===== config.mk =====
export PLATFORM = sky130hd
export DESIGN_NAME = bit_serial_adder
export DESIGN_NICKNAME = d
export VERILOG_FILES = /design/src/rtl/bit_serial_adder.sv
export SDC_FILE = /design/constraint.sdc
export NUM_CORES = 1
export LEC_CHECK = 0
export BUFFER_PORTS_ARGS = -buffer_cell sky130_fd_sc_hd__buf_2
export CORE_ASPECT_RATIO = 0.9
export CORE_MARGIN = 4
export CORE_UTILIZATION = 47
export DETAILED_ROUTE_END_ITERATION = 12
export HOLD_SLACK_MARGIN = 0.12
export PLACE_DENSITY = 0.84
export SKIP_CTS_REPAIR_TIMING = 1
export SLEW_MARGIN = 0
export SYNTH_ARGS = -nofsm -noshare
export SYNTH_HDL_FRONTEND = slang
export SYNTH_SLANG_ARGS = --single-unit
export TNS_END_PERCENT = 1

===== constraint.sdc =====
create_clock -name clk -period 1.53 [get_ports clk]
set_input_delay 0.2295 -clock clk [delete_from_list [all_inputs] [get_ports clk]]
set_output_delay 0.2295 -clock clk [all_outputs]
set_load 0.01 [all_outputs]

===== src/rtl/bit_serial_adder.sv =====
// Bit-serial adder: one full-adder cell plus a carry flop, operands consumed LSB-first.
// Define SERIAL_SUB_EN to add the sub port (a - b via ~b and carry-in of 1).
module bit_serial_adder #(
    parameter int WIDTH = 8
) (
    input  logic             clk,
    input  logic             rst,
    input  logic             in_valid,
    output logic             in_ready,
    input  logic [WIDTH-1:0] a,
    input  logic [WIDTH-1:0] b,
    output logic             out_valid,
    input  logic             out_ready,
    output logic [WIDTH-1:0] sum,
    output logic             cout,
    output logic             busy,
`ifdef SERIAL_SUB_EN
    input  logic             sub,
`endif
    output logic [1:0]       dbg_state
);

    // Handshakes: a transfer happens on a rising edge where valid && ready are
    // both high; in_ready only in IDLE, out_valid only in DONE, held until taken.

    localparam int CNT_W = (WIDTH > 2) ? $clog2(WIDTH) : 1;
    localparam logic [CNT_W-1:0] LAST_CNT = CNT_W'(WIDTH - 1);

    typedef enum logic [1:0] {
        IDLE = 2'd0,
        RUN  = 2'd1,
        DONE = 2'd2
    } state_t;

    state_t             r_state;
    state_t             w_state_next;
    logic [WIDTH-1:0]   r_op_a;
    logic [WIDTH-1:0]   r_op_b;
    logic [WIDTH-1:0]   r_sum;
    logic               r_carry;
    logic               r_cout;
    logic [CNT_W-1:0]   r_bitcnt;

    logic               w_accept;
    logic               w_emit;
    logic               w_last;
    logic               w_sum_bit;
    logic               w_carry_next;
    logic [WIDTH-1:0]   w_b_load;
    logic               w_carry_init;

    assign w_accept     = in_valid && (r_state == IDLE);
    assign w_emit       = out_ready && (r_state == DONE);
    assign w_last       = (r_state == RUN) && (r_bitcnt == LAST_CNT);

    assign w_sum_bit    = r_op_a[0] ^ r_op_b[0] ^ r_carry;
    assign w_carry_next = (r_op_a[0] & r_op_b[0]) | (r_op_a[0] & r_carry) |
                          (r_op_b[0] & r_carry);

`ifdef SERIAL_SUB_EN
    // Two's-complement subtract: invert B and inject the +1 as the initial carry.
    assign w_b_load     = sub ? ~b : b;
    assign w_carry_init = sub;
`else
    assign w_b_load     = b;
    assign w_carry_init = 1'b0;
`endif

    always_ff @(posedge clk) begin
        if (rst) begin
            r_state <= IDLE;
        end else begin
            r_state <= w_state_next;
        end
    end

    always_comb begin
        w_state_next = r_state;
        case (r_state)
            IDLE: begin
                if (w_accept) begin
                    w_state_next = RUN;
                end
            end
            RUN: begin
                if (w_last) begin
                    w_state_next = DONE;
                end
            end
            DONE: begin
                if (w_emit) begin
                    w_state_next = IDLE;
                end
            end
            default: begin
                w_state_next = IDLE;
            end
        endcase
    end

    always_ff @(posedge clk) begin
        if (rst) begin
            r_op_a   <= '0;
            r_op_b   <= '0;
            r_sum    <= '0;
            r_carry  <= 1'b0;
            r_cout   <= 1'b0;
            r_bitcnt <= '0;
        end else if (w_accept) begin
            r_op_a   <= a;
            r_op_b   <= w_b_load;
            r_sum    <= '0;
            r_carry  <= w_carry_init;
            r_bitcnt <= '0;
        end else if (r_state == RUN) begin
            r_op_a   <= {1'b0, r_op_a[WIDTH-1:1]};
            r_op_b   <= {1'b0, r_op_b[WIDTH-1:1]};
            r_sum    <= {w_sum_bit, r_sum[WIDTH-1:1]};
            r_carry  <= w_carry_next;
            r_bitcnt <= r_bitcnt + CNT_W'(1);
            if (w_last) begin
                r_cout <= w_carry_next;
            end
        end
    end

    assign in_ready  = (r_state == IDLE);
    assign out_valid = (r_state == DONE);
    assign busy      = (r_state == RUN) || (r_state == DONE);
    assign sum       = r_sum;
    assign cout      = r_cout;
    assign dbg_state = r_state;

endmodule

=== Word-level counts from Yosys, hierarchy flattened ===
Index checks and enable logic that the tools add are counted.

* Register bits after elaboration: 31
* Input bits: 20
* Word-level logic and storage cells: 39

* Add/subtract/negate cells: 1
* Equality and inequality tests: 6
* Mux-type cells: 8
* Bitwise logic cells: 8
* Reduce and logical (&&, ||, !) cells: 9

{| class="wikitable"
|+ Operator list
! kind !! count
|-
| $mux W8 || 4
|-
| $mux W2 || 3
|-
| $pmux W2 S3 || 1
|-
| $reduce_and A3 Y1 || 2
|-
| $ne A2 B1 Y1 const B || 2
|-
| $add A3 B1 Y3 const B || 1
|-
| $and A1 B1 Y1 || 3
|-
| $eq A3 B3 Y1 const B || 1
|-
| $logic_and A1 B1 Y1 || 3
|-
| $eq A2 B1 Y1 const B || 1
|-
| $eq A2 B2 Y1 const B || 1
|-
| $logic_not A2 Y1 || 1
|-
| $ne A2 B2 Y1 const B || 1
|-
| $or A1 B1 Y1 || 2
|-
| $reduce_bool A2 Y1 || 1
|-
| $reduce_or A2 Y1 || 1
|-
| $xor A1 B1 Y1 || 2
|-
| $logic_or A1 B1 Y1 || 1
|-
| $not A1 Y1 || 1
|}

=== Longest topological paths before layout ===
Gate-level depths: netlist (run 1).

* Word-level depth: 4
* Depth in mapped cells: 6
* Gate-level depth less buffers: 5

=== Least setup slack after synthesis (run 1) ===
No wires, ideal clock.

* Path kind: reg2reg
* From: register r_state[1] (netlist: dbg_state[1])
* To: register r_state[0] (netlist: dbg_state[0])
* Library setup time: 0.072 ns
* Data arrival time: 1.464 ns
* Required time: 1.458 ns
* Slack: -0.005 ns
* Stages on the path, launching flop included: 6
* Path buffers: 1
* Clock period less this slack: 1.535 ns
* Cells stage by stage: dfxtp_1 inv_1 ha_1 buf_6 a222oi_1 mux2i_1

* Word-level cells in the longest chain between the ends: 4
* Elaborated cells on any way between the ends: 11
* Classes of those cells: 5 x eq/ne; 1 x mux; 5 x reduce/logical

{| class="wikitable"
|+ Ends and longest elaborated chain
! what !! RTL line !! text
|-
| start, declared || 35 || <nowiki>state_t r_state;</nowiki>
|-
| start signal, assigned || 73 || <nowiki>r_state <= w_state_next;</nowiki>
|-
| $eq A2 B1 Y1, or another cell as far along || 54, 79 ||
|-
| $logic_and A1 B1 Y1 (on tied branches) || 54, 52, 53 ||
|-
| $ne A2 B2 Y1 (no line) / $ne A2 B1 Y1 (equally long branches) || - ||
|-
| $reduce_and A3 Y1 (no line) || - ||
|}

Several ways; a longest one is shown, not always the timed one.
A chain may end at the register's enable or synchronous reset.

=== Worst setup path after layout (run 1) ===
* From: register r_bitcnt[0]
* To: register r_state[1] (netlist: dbg_state[1])

* Word-level cells in the longest chain between the ends: 4

{| class="wikitable"
|+ Ends and longest elaborated chain
! what !! RTL line !! text
|-
| start, declared || 42 || <nowiki>logic [CNT_W-1:0] r_bitcnt;</nowiki>
|-
| start signal, assigned || 120 || <nowiki>r_bitcnt <= r_bitcnt + CNT_W'(1);</nowiki>
|-
| $eq A3 B3 Y1 || 54 || <nowiki>assign w_last = (r_state == RUN) && (r_bitcnt == LAST_CNT);</nowiki>
|-
| $logic_and A1 B1 Y1 || 54 ||
|-
| $ne A2 B2 Y1 (no line) || - ||
|-
| $reduce_and A3 Y1 (no line) || - ||
|}

Every way passes these cells.

==> results of run 1 <==
==> registers in the layout, summed over array words and instances, names as in the netlist <==
signal     cells
cout           1
dbg_state      2
r_bitcnt       3
r_carry        1
r_op_a         8
r_op_b         8
sum            8
==> routing by layer <==
layer  GRT usage  wire length (um)
met4      0.0858                76
met3      0.0526               184
met2       0.267              1310
met1       0.167              1150
met5           0                 0
==> layout make-up <==
class,instances,area (um2),share of cell area
Clock buffer,5,37.5,0.0224
Sequential cell,31,624,0.372
Timing Repair Buffer,38,228,0.136
Inverter,6,22.5,0.0134
Multi-Input combinational cell,92,699,0.417
Clock inverter,3,15.0,0.00896
Tap cell,40,50.0,0.0299
==> cells by family after synthesis <==
| logic type | after synthesis |
|---|---|
| multiplexers | 27 |
| XOR/XNOR | 1 |
| AO/OA/AOI/OAI | 19 |
| flip-flops | 31 |
| buffers and inverters | 16 |
| AND/OR/NAND/NOR | 37 |
| adder cells (fa/ha/maj) | 8 |
==> power groups by stage <==
stage                     sequential [mW]  clock, mW  combinational [mW]
after floorplan                      1.07          0               0.756
after global placement               1.07          0               0.957
after detailed placement             1.08          0                1.00
after CTS                            1.06      0.460                1.01
after global routing                 1.08      0.504                1.11
final                                1.06      0.449                1.02
==> metrics by stage <==
step / cell area, um2 / utilization
after detailed placement: 1600 / 0.574
after floorplan: 1400 / -
final: 1680 / 0.600
after global routing: 1680 / 0.600
after global placement: 1600 / 0.574
after CTS: 1660 / 0.593
==> path summary, 6_finish.rpt <==
check,startpoint,endpoint,cells past startpoint,slack [ns]
max reg2reg,r_bitcnt[0],dbg_state[1],5,-0.03
min reg2reg,r_op_b[7],r_op_b[7],2,0.50
max,r_bitcnt[0],dbg_state[1],5,-0.03
min,a[7],r_op_a[7],3,0.17
==> cell usage after synthesis, types with 2 or more instances <==
cell      count  area share
dfxtp_1      31        0.45
nor2_1       26       0.070
nand3_1       2      0.0072
clkbuf_1      3      0.0081
ha_1          7       0.063
buf_2         4       0.014
nand2b_1      5       0.022
a21oi_1       3       0.011
nand3b_1      2       0.011
a211oi_1     14       0.075
mux2i_1      27        0.19
inv_1         4       0.011
buf_6         2       0.016
==> worst max-delay path, delay by kind of cell, from the launching register on <==
family                   cells  cell delay, ns
flip-flops                   1            0.34
adder cells (fa/ha/maj)      2            0.34
AO/OA/AOI/OAI                1            0.51
buffers and inverters        1            0.03
multiplexers                 1            0.27
==> metrics, run 1 <==
Post-Layout Cell Count=215; Port Buffers=33; Final min period=1.56 ns; largest family of logic cells by synthesized area=multiplexers; Startpoint Class=flop; number of global-route vias before repair=1069; Fillers=265; core area=0.00279 mm2; most frequent cells in the layout=buf_2, dfxtp_1, mux2i_1; EDFF count, synth=0; final hold viol count=0; delay of the slowest critical-path stage=0.51 ns; total of max-cap violations=0; Final Power=2.52 mW; Detailed Route WL=2710 um; first-pass GRT wire length=4570 um; PwrDens=1510 mW/mm2; nets=202; share of post-route cells with drive strength above 1=0.309; routed vias/inst=5.00; setup TNS=-0.0432 ns; Worst path slowest cell=a222oi_1; Static Leak=0.722 nW; failing checks=negative setup slack; die area=0.00390 mm2; clk_skew=0.00565 ns; commonest non-fill, non-tap cell in the layout=buf_2; flops & latches, synth=31; Initial Util=0.499; CP Capture Type=flop; RSZ-0062 raised after global routing=true; Sw Ratio=0.356; pins over their slew limit=0; final setup margin=-0.0349 ns; Pre-antenna DRT Iters=4; critical-path cell list=ha_1 -> ha_2 -> inv_2 -> a222oi_1 -> mux2i_1; CTS Sinks=31; post-synthesis mux area share=0.194; Psw=0.897 mW; P&R area growth vs syn=20.3%; synth warn=0; Fmax=639 MHz; Int Pwr=1.63 mW; Synth Area in Adders=0.0772; worst setup path category=reg -> reg; H-tree Lvls=2; outcome=finished with violations; Period Utilization, post-route=1.02; CTS Buffer Depth=2; synthesized area per cell=10.0 um2; routability cong.=0.757; IO Pins=34; Max FO, Critical Path=2; CTS tree=built; Final ANT Viol Nets=0; die height=59.7 um; TritonCTS buffer count=5; Final setup viols=2; clock power share=0.178; total gr overflow=0; Worst EP arrival=1.82 ns; register share of total power=0.420; Synth Instances=139; Slew @ Worst Pin=0.523 ns; largest net degree at the start of global routing=31; Rel. slew slack=0.651; Compound-Gate Fraction of Synth Area=0.0996; Worst-path clk slew=0.10 ns; initial DRC count=34; root buffer cell=clkbuf_4; worst skew pair latency=0.33 ns; worst path required time=1.78 ns; Routed WL per cell=12.6 um; xor/xnor share of the synthesized area=0.00628; Comb power frac=0.402; DR DRC count=0; Synth cell types=22; via count=1074; placed cell count=206; Mapped Nets=167; die width=65.4 um; # rows=18; diode count=0; peak supply drop=757 uV; gr usage total=0.155; sequential area share after synthesis=0.445; Detailed Place HPWL=2020 um; HP Class=in -> reg; Post-synth ARST share=0; initial antenna violation count=0; predominant post-synthesis flop cell=dfxtp_1; Synth Area in Simple Gates=0.118; WHS=0.168 ns; synthesized area=0.00139 mm2; dpl ws=-0.0614 ns
(Power assumes the default switching activity.)
==> run 2: changes to the inputs <==
Settings changed: ABC_AREA from default to 1, SKIP_LAST_GASP from default to 1.
==> run 2 against run 1 <==
Effect of this change: the run now ends clean; cell area up 0.37%; synthesized cell count grew 43%; critical path depth grew 2; clock-buffer cell count rose by 2.
==> metrics, run 2 <==
Routed WL per cell=10.6 um; Detailed Route WL=2920 um; diode count=0; worst path required time=1.82 ns; via count=1327; Hold EP=r_op_a[7]; FF-to-FF End=r_op_b[6]; clk_skew=0.00443 ns; Final Power=2.69 mW; Synth cell types=18; Startpoint Class=flop; final hold viol count=0; Pre-antenna DRT Iters=4; first-pass GRT wire length=4770 um; Detailed Place HPWL=2130 um; largest net degree at the start of global routing=29; buffers plus inverters on the worst setup path=3; hold_sp=a[7]; TritonCTS buffer count=5; placed cell count=267; CTS tree=built; total of max-cap violations=0; Worst path slowest cell=ha_1; RSZ-0062 raised after global routing=true; Synth Instances=199; critical-path cell list=inv_1 -> ha_1 -> buf_4 -> nand3_1 -> nand3_1 -> nand2_1 -> inv_1; # rows=18; Rel. slew slack=0.719; P&R area growth vs syn=16.6%; largest cells by area after synthesis=dfxtp_1, nand2_1, nand3_1; IO Pins=34; Mapped Nets=227; top cell type's share of synthesized area=0.430; outcome=complete, no violations; synth cell count leaders=nand2_1, dfxtp_1, nand3_1; worst setup path category=reg -> reg; Final setup viols=0; Worst-path clk slew=0.09 ns; root buffer cell=clkbuf_4; synthesized area=0.00144 mm2; Static Leak=0.847 nW; Final ANT Viol Nets=0; Post-Layout Cell Count=275; Worst EP arrival=1.78 ns; routability cong.=0.823; Fmax=671 MHz; Worst R2R Setup Slack=0.04 ns; PwrDens=1600 mW/mm2; Final min period=1.49 ns; worst r2r src=dbg_state[1]; flops & latches, synth=31; DR DRC count=0; total gr overflow=0; peak supply drop=1330 uV; synthesized area per cell=7.26 um2; die area=0.00402 mm2; H-tree Lvls=2; Initial Util=0.509; worst skew pair latency=0.34 ns; commonest non-fill, non-tap cell in the layout=nand2_1; most common cell in the netlist=nand2_1; Post-synth ARST share=0; Period Utilization, post-route=0.974; CP Capture Type=flop; synth warn=0; Hold Path Cell Cnt=3; CTS Sinks=31; die height=60.6 um; initial DRC count=117; predominant post-synthesis flop cell=dfxtp_1; die width=66.4 um; nets=262; CTS Buffer Depth=2; area leader, netlist=dfxtp_1; routed vias/inst=4.83; gr usage total=0.160; HP Class=in -> reg; Slew @ Worst Pin=0.422 ns; Max FO, Critical Path=10; Port Buffers=33; core area=0.00284 mm2; Register-to-Register Path Depth=7; EDFF count, synth=0; sequential area share after synthesis=0.430; delay of the slowest critical-path stage=0.44 ns; initial antenna violation count=0; Largest delay share family, worst path=adder cells; most frequent cells in the layout=nand2_1, buf_2, nand3_1, dfxtp_1; pins over their slew limit=0; Fillers=282; number of global-route vias before repair=1151; share of post-route cells with drive strength above 1=0.209
==> run 2: worst max-delay path by stage <==
stage                      start        end  cells past startpoint
finish              dbg_state[1]  r_op_b[6]                      7
global route        dbg_state[0]  r_op_b[6]                      9
CTS                 dbg_state[0]       busy                      3
detailed placement  dbg_state[0]  r_op_b[6]                      8
global placement    dbg_state[0]  r_op_b[4]                      7
floorplan           dbg_state[0]  r_op_a[2]                      9
==> run 2: stage by stage <==
step	setup slack (ns)	hold slack [ns]	cell area, um2	setup TNS [ns]	util
after floorplan	0.139	0.299	1440	0	-
after global placement	0.128	0.447	1620	0	0.572
after global routing	-0.0819	0.127	1680	-0.622	0.593
after detailed placement	0.0638	0.455	1620	0	0.572
after CTS	0.0329	0.123	1670	0	0.590
final	0.0398	0.136	1680	0	0.593
==> run 2: cell type report <==
type / instances / area [um2] / share of cell area
multi-input combinational: 139 / 684 / 0.407
timing repair buffer: 38 / 206 / 0.123
clock inverter: 1 / 5.00 / 0.00297
inverter: 19 / 71.3 / 0.0424
sequential: 31 / 621 / 0.369
clock buffer: 7 / 45.0 / 0.0268
tap: 40 / 50.0 / 0.0297
==> run 2: worst reg2reg max path, stage by stage, from the launching register on <==
cell	delay, ns
dfxtp_1	0.33
inv_1	0.13
ha_1	0.44
buf_4	0.24
nand3_1	0.09
nand3_1	0.10
nand2_1	0.05
inv_1	0.05
==> run 2: routing by layer <==
layer  wire length, um  global-route usage
met5                 0                   0
met4               114               0.133
met1              1360               0.189
met3               159              0.0444
met2              1280               0.242
==> run 2: logic make-up after synthesis <==
group	after synthesis	synth area share
AOI/OAI and AO/OA	22	0.0763
xor gates and xnor gates	1	0.00607
adders and majority gates	8	0.0745
buffers and inverters	29	0.0997
DFF	31	0.430
and+or+nand+nor	108	0.314
==> run 2: power breakdown <==
part	total, mW	leakage (nW)	internal, mW	switching (mW)
sequential	1.04	0.253	0.949	0.0884
clock	0.450	0.0293	0.179	0.271
combinational	1.20	0.565	0.433	0.771
